File: src/rtl/dff_set_pipe.sv
// Collapsing valid/ready pipeline of DEPTH stages with synchronous set (all stages SET_VAL, valid) and flush.
// A word needs DEPTH cycles to reach the output; bubbles fill under stall, so in_ready drops only when every stage is full.
module dff_set_pipe #(
  parameter int               WIDTH   = 32,
  parameter int               DEPTH   = 2,
  parameter logic [WIDTH-1:0] SET_VAL = {WIDTH{1'b1}},
  parameter logic [WIDTH-1:0] RST_VAL = {WIDTH{1'b0}}
) (
  input  logic                       clk,
  input  logic                       rst,
  input  logic                       set,
  input  logic                       flush,
  input  logic                       in_valid,
  output logic                       in_ready,
  input  logic [WIDTH-1:0]           in_data,
  output logic                       out_valid,
  input  logic                       out_ready,
  output logic [WIDTH-1:0]           out_data,
  output logic [$clog2(DEPTH+1)-1:0] occupancy
);

  localparam int OCC_W = $clog2(DEPTH+1);

  logic                 hold;
  logic [DEPTH-1:0]     move;
  logic                 slot0_free;
  logic                 in_fire;
  logic                 out_fire;
  logic [DEPTH-1:0]     vld_q, vld_d;
  logic [WIDTH-1:0]     dat_q [DEPTH];
  logic [WIDTH-1:0]     dat_d [DEPTH];
  logic [OCC_W-1:0]     occ_q, occ_d;

  assign hold = set | flush;

  // Walk from the output back: a stage may advance when the slot ahead is empty or is itself draining.
  always_comb begin : move_chain
    logic go;
    go   = out_ready & ~hold;
    move = '0;
    for (int i = DEPTH-1; i >= 0; i--) begin
      move[i] = vld_q[i] & go;
      go      = ~vld_q[i] | move[i];
    end
    slot0_free = go;
  end

  assign in_ready  = rst & ~hold & slot0_free;
  assign in_fire   = in_valid & in_ready;
  assign out_fire  = move[DEPTH-1];
  assign out_valid = vld_q[DEPTH-1] & ~hold;
  assign out_data  = dat_q[DEPTH-1];
  assign occupancy = occ_q;

  always_comb begin
    vld_d = vld_q;
    dat_d = dat_q;
    occ_d = occ_q;
    if (set) begin
      vld_d = '1;
      for (int i = 0; i < DEPTH; i++) dat_d[i] = SET_VAL;
      occ_d = OCC_W'(DEPTH);
    end else if (flush) begin
      vld_d = '0;
      occ_d = '0;
    end else begin
      for (int i = DEPTH-1; i >= 1; i--) begin
        if (move[i-1]) begin
          vld_d[i] = 1'b1;
          dat_d[i] = dat_q[i-1];
        end else if (move[i]) begin
          vld_d[i] = 1'b0;
        end
      end
      if (in_fire) begin
        vld_d[0] = 1'b1;
        dat_d[0] = in_data;
      end else if (move[0]) begin
        vld_d[0] = 1'b0;
      end
      if (in_fire & ~out_fire)
        occ_d = occ_q + OCC_W'(1);
      else if (out_fire & ~in_fire)
        occ_d = occ_q - OCC_W'(1);
    end
  end

  always_ff @(posedge clk or negedge rst) begin
    if (!rst) begin
      vld_q <= '0;
      occ_q <= '0;
      for (int i = 0; i < DEPTH; i++) dat_q[i] <= RST_VAL;
    end else begin
      vld_q <= vld_d;
      dat_q <= dat_d;
      occ_q <= occ_d;
    end
  end

endmodule
File: config.mk
export PLATFORM = sky130hd
export DESIGN_NAME = dff_set_pipe
export DESIGN_NICKNAME = d
export VERILOG_FILES = /design/src/rtl/dff_set_pipe.sv
export SDC_FILE = /design/constraint.sdc
export NUM_CORES = 1
export LEC_CHECK = 0
export CORE_MARGIN = 4
export CORE_UTILIZATION = 35
export CTS_CLUSTER_SIZE = 20
export DETAILED_ROUTE_END_ITERATION = 8
export PLACE_DENSITY_LB_ADDON = 0.12
export SYNTH_ARGS = -nofsm -noshare
export SYNTH_HDL_FRONTEND = slang
export SYNTH_SLANG_ARGS = --single-unit
File: constraint.sdc
create_clock -name clk -period 1.95 [get_ports clk]
set_clock_uncertainty 0.1 [all_clocks]
set_input_delay 0.585 -clock clk [delete_from_list [all_inputs] [get_ports clk]]
set_output_delay 0.585 -clock clk [all_outputs]
set_load 0.02 [all_outputs]
After elaboration in Yosys (flattened, before gate mapping)
Index checks and enable logic that the tools add are counted.
{"block": "op_classes", "add_sub_neg": 2, "multipliers": 0, "div": 0, "order_cmp": 0, "n_eq_ne": 1, "shifts": 0, "muxes": 14, "bitwise": 17, "n_reduce_logical": 7}
{"cell": "two-way mux 64 bit", "n": 2}
{"cell": "two-way mux 32 bit", "n": 2}
{"cell": "two-way mux 2 bit", "n": 6}
{"cell": "nonzero test 4 bit", "n": 3}
{"cell": "bitwise AND 1 bit", "n": 9}
{"cell": "NOT 1 bit", "n": 5}
{"cell": "two-way mux 1 bit", "n": 4}
{"cell": "AND reduction 2 bit", "n": 2}
{"cell": "nonzero test 2 bit", "n": 2}
{"cell": "bitwise OR 1 bit", "n": 3}
{"cell": "adder 2 x 1 -> 2 bit (second input constant)", "n": 1}
{"cell": "inequality test 2 bit (second input constant)", "n": 1}
{"cell": "subtractor 2 x 1 -> 2 bit (second input constant)", "n": 1}
{"block": "totals", "ff_bits": 68, "latch_bits": 0, "ram_bits": 0, "rom_bits": 0, "in_bits": 38, "out_inout_bits": 36, "wordCells": 46, "mem_count": 0}

Depth between registers and ports, before layout
{"block": "logic_depth", "depth_word": 15, "mapped_depth": 10, "mapped_depth_nobuf": 7}

Worst setup path before layout
Ideal clock, no wire load.
{"block": "synth_path", "kind": "input-to-reg", "startpoint": "input set", "endpoint": "register occ_q[1], in the netlist occupancy[1]", "setup_time_ps": 126, "t_arrival_ps": 1982, "required_time_ps": 1724, "path_slack_ps": -259, "stages": 9, "path_buffers": 3, "cell_sequence": "buf_6 > nor2_2 > nand4_1 > buf_6 > buf_6 > inv_1 > ha_1 > a31o_2 > a311o_1"}
{"block": "synth_via", "elab_chain_cells": 13, "elab_cells_between_ends": 18, "cone_classes": "mux (3); bitwise (14); reduce/logical (1)"}
{"element": "start: declaration", "line": "11", "rtl": "input logic set,"}
{"element": "bitwise OR 1 bit", "line": "34", "rtl": "assign hold = set | flush;"}
{"element": "NOT 1 bit", "line": "39, 48"}
{"element": "bitwise AND 1 bit", "line": "39", "rtl": "go = out_ready & ~hold;"}
{"element": "bitwise AND 1 bit", "line": "42", "rtl": "move[i] = vld_q[i] & go;"}
{"element": "bitwise OR 1 bit", "line": "43", "rtl": "go = ~vld_q[i] | move[i];"}
{"element": "bitwise AND 1 bit", "line": "42"}
{"element": "bitwise OR 1 bit", "line": "43"}
{"element": "bitwise AND 1 bit", "line": "48", "rtl": "assign in_ready = rst & ~hold & slot0_free;"}
{"element": "bitwise AND 1 bit", "line": "49", "rtl": "assign in_fire = in_valid & in_ready;"}
{"element": "bitwise AND 1 bit", "line": "81", "rtl": "if (in_fire & ~out_fire)"}
{"element": "two-way mux 2 bit", "line": "81"}
{"element": "two-way mux 2 bit", "line": "63", "rtl": "end else if (flush) begin"}
{"element": "two-way mux 2 bit", "line": "59", "rtl": "if (set) begin"}
{"element": "end signal: assignment", "line": "91", "rtl": "occ_q <= '0;"}
{"element": "end signal: assignment", "line": "96", "rtl": "occ_q <= occ_d;"}
{"element": "end: declaration", "line": "32", "rtl": "logic [OCC_W-1:0] occ_q, occ_d;"}
Several ways; a longest one is shown, not always the timed one.
A chain may end at the register's enable or synchronous reset.

Worst setup path in the final report
{"block": "layout_path", "startpoint": "input out_ready", "endpoint": "output in_ready"}
{"block": "layout_via", "elab_chain_cells": 6}
{"element": "start: declaration", "line": "17", "rtl": "input logic out_ready,"}
{"element": "bitwise AND 1 bit", "line": "39"}
{"element": "bitwise AND 1 bit", "line": "42"}
{"element": "bitwise OR 1 bit", "line": "43"}
{"element": "bitwise AND 1 bit", "line": "42"}
{"element": "bitwise OR 1 bit", "line": "43"}
{"element": "bitwise AND 1 bit", "line": "48"}
{"element": "end: declaration", "line": "14", "rtl": "output logic in_ready,"}
No other way between the ends.

==> impl_metrics.json <==
{
  "path_cells": "clkdlybuf4s15_1 -> nand3b_1 -> and3_4 -> buf_6",
  "io_pins": 74,
  "p_leak_nw": 1.970,
  "fill_cells": 866,
  "clock-sinks": 68,
  "htreeDepth": 3,
  "area_growth_syn_to_layout_pct": 24.69,
  "dr_wl_met3_microns": 360,
  "critical-path-max-stage-delay_ps": 180,
  "cts_buffers": 9,
  "final_cell_mix": "dfrtp_1 (68), inv_1 (34), dlygate4sd2_1 (34)",
  "postSynthCellCount": 304,
  "ys_warn_count": 0,
  "die_area_sq_um": 10950,
  "min_period_ps": 1913,
  "path_buf_inv": 2,
  "slew_viol_final": 0,
  "synth_top_area_share": 0.5207,
  "synth.area.mux_share": 0.09801,
  "cts_tree": "built",
  "placed_area_sq_um": 3934,
  "internal-power_mw": 2.264,
  "holdWs_ps": 101.3,
  "drt-met1-wl_microns": 3207,
  "grt_use_total": 0.1350,
  "p_switching_uw": 799.3,
  "wl_per_cell_microns": 14.94,
  "status": "complete, no violations",
  "root_buffer": "clkbuf_8",
  "first_global_vias": 2331,
  "required_ps": 1260,
  "power_density_nw_per_um2": 751.7,
  "cts_setup_buffers": 0,
  "cp.depth": 4,
  "top_layer": "met4",
  "grt_max_degree": 69,
  "irDropWorstVdd_mv": 0.2732,
  "setup_violations": 0,
  "seq_area_sq_um": 1702,
  "switching_share": 0.2609,
  "start_util": 0.3676,
  "max_freq_mhz": 522.8,
  "multiInputGateArea_sq_um": 1104,
  "met2WireLength_microns": 3275,
  "drt-total-wl_microns": 6949,
  "crit_fanout": 2,
  "pwr-share-seq": 0.497,
  "port_buffers": 73,
  "antenna_found_initial": 0,
  "finalHoldViolCount": 0,
  "synth_compound_area_frac": 0.09648,
  "grt_pass1_wl_microns": 11900,
  "end_kind": "output pin",
  "ys_top_cells_by_area": "dfrtp_1 (52%), mux2i_1 (9.8%), a211o_1 (8.6%)",
  "worstPathArrival_ps": 1230,
  "ant_nets": 0,
  "hpwl_microns": 4472,
  "yosys.area_share.adder": 0.003828,
  "final_common_cell": "dfrtp_1",
  "cts.hold.buffers_added": 0,
  "die_w_microns": 104.6,
  "num_rows": 34,
  "drt-initial-drc-count": 49,
  "fin_crit_sh": 0.9810,
  "grt-ovfl-total": 0,
  "critPathLaunchType": "input pin",
  "synth_xor_area_frac": 0.005360,
  "stdcell_area_sq_um": 4075,
  "critical_path_class": "in -> out",
  "tightest_slew_ps": 729.0,
  "viasPerCell": 4.727,
  "insertion_delay_ps": 340,
  "ys_seq_elements": 68,
  "cpLargestDelayFamily": "simple AND/OR/NAND/NOR gates",
  "synth_area_sq_um": 3268,
  "p_clk_frac": 0.344,
  "ys_types": 27,
  "setup_ws_ps": 37.08,
  "synth_top_family_by_area": "buffers and inverters",
  "cap_violations": 0,
  "gp_congestion": 0.7008,
  "die_h_microns": 104.6,
  "pre_cts_ws_ps": -688.8,
  "vias": 2198,
  "pwr-share-comb": 0.159,
  "clockBufferDepth": 2,
  "diodes": 0,
  "cp_slowest_cell": "clkdlybuf4s15_1",
  "synth_top_area_cell": "dfrtp_1",
  "min_path_type": "in -> async",
  "synth_fp_nets": 343,
  "syn_avg_cell_area_sq_um": 10.75,
  "ys_seq_area_frac": 0.5207,
  "layout.nets": 393,
  "layout-drive-gt1-share": 0.1261,
  "drt_pre_antenna_iters": 4,
  "clk_pin_slew_ps": 70,
  "synthSimpleGateAreaFrac": 0.1237,
  "drc": 0,
  "relSlewSlack": 0.5140,
  "coreArea_sq_um": 8891,
  "r2r.worst_path.cells": 7
}
==> worst paths after layout <==
check / start / to / slack (ps)
max: out_ready / in_ready / 40
min: rst / occupancy[1] / 100
min reg2reg: out_data[2] / out_data[2] / 380
min in group clk: out_data[2] / out_data[2] / 380
max reg2reg: vld_q[1] / occupancy[1] / 240
max in group asynchronous: rst / dat_q[34] / 900
==> registers in the layout, indices dropped and copies added (netlist names) <==
signal,cells
dat_q,32
occupancy,2
out_data,32
vld_q,2
==> cells in the mapped netlist <==
| master | instances |
|---|---|
| a21o_1 | 1 |
| nand3b_1 | 1 |
| nand4_1 | 1 |
| buf_1 | 3 |
| dfrtp_1 | 68 |
| buf_2 | 7 |
| nor4_1 | 1 |
| inv_1 | 35 |
| nand2b_2 | 1 |
| ha_1 | 1 |
| xor2_1 | 2 |
| clkbuf_1 | 6 |
| mux2i_1 | 32 |
| nand2b_1 | 1 |
| nor3_1 | 1 |
| nor2_2 | 1 |
| and3_1 | 33 |
| and2_1 | 1 |
| buf_6 | 5 |
| a31o_2 | 1 |
| a211o_1 | 32 |
| buf_4 | 32 |
| a41oi_1 | 1 |
| nor2_1 | 32 |
| nor2b_4 | 1 |
| nand2_1 | 3 |
| a311o_1 | 1 |
==> final cells by class <==
class | instances | share of cell area
clock inverters | 2 | 0.002456
flip-flops and latches | 68 | 0.4176
well taps | 108 | 0.03316
multi-input cells | 148 | 0.2708
repair buffers | 92 | 0.2026
inverters | 35 | 0.03285
clock buffers | 12 | 0.04053
==> what timing repair did <==
| item | 4_1_cts | 5_1_grt |
|---|---|---|
| setup endpoints to repair | 69 | 3 |
| pin swaps | 1 | 2 |
| resized for setup | 49 | 3 |
==> per-stage QoR <==
stage,total power [mW],setup TNS [ps],util,std cells
floorplan,1.864,-133.1,-,304
global placement,2.075,-21740,0.4424,451
detailed placement,2.080,-23510,0.4424,451
CTS,3.119,0,0.4575,465
global route,3.223,-6.130,0.4583,465
finish,3.063,0,0.4583,465
==> power groups by stage <==
stage / Combinational (mW) / Sequential, mW / Clock, mW
final: 0.486 / 1.52 / 1.06
after global placement: 0.525 / 1.55 / 0
after CTS: 0.496 / 1.52 / 1.10
after detailed placement: 0.529 / 1.55 / 0
after floorplan: 0.321 / 1.54 / 0
after global routing: 0.535 / 1.53 / 1.16
==> per-layer routing <==
| metal | global-route usage | vias to the layer above |
|---|---|---|
| met5 | 0 | - |
| met4 | 0.05623 | 0 |
| met3 | 0.03761 | 8 |
| met2 | 0.2163 | 48 |
| met1 | 0.1725 | 1063 |
| li1 | - | 1079 |
==> logic make-up after synthesis <==
logic type | after synthesis
buffers and inverters | 88
and+or+nand+nor | 77
DFF | 68
AOI/OAI and AO/OA | 36
muxes | 32
xor gates and xnor gates | 2
adders and majority gates | 1
(Power assumes the default switching activity.)
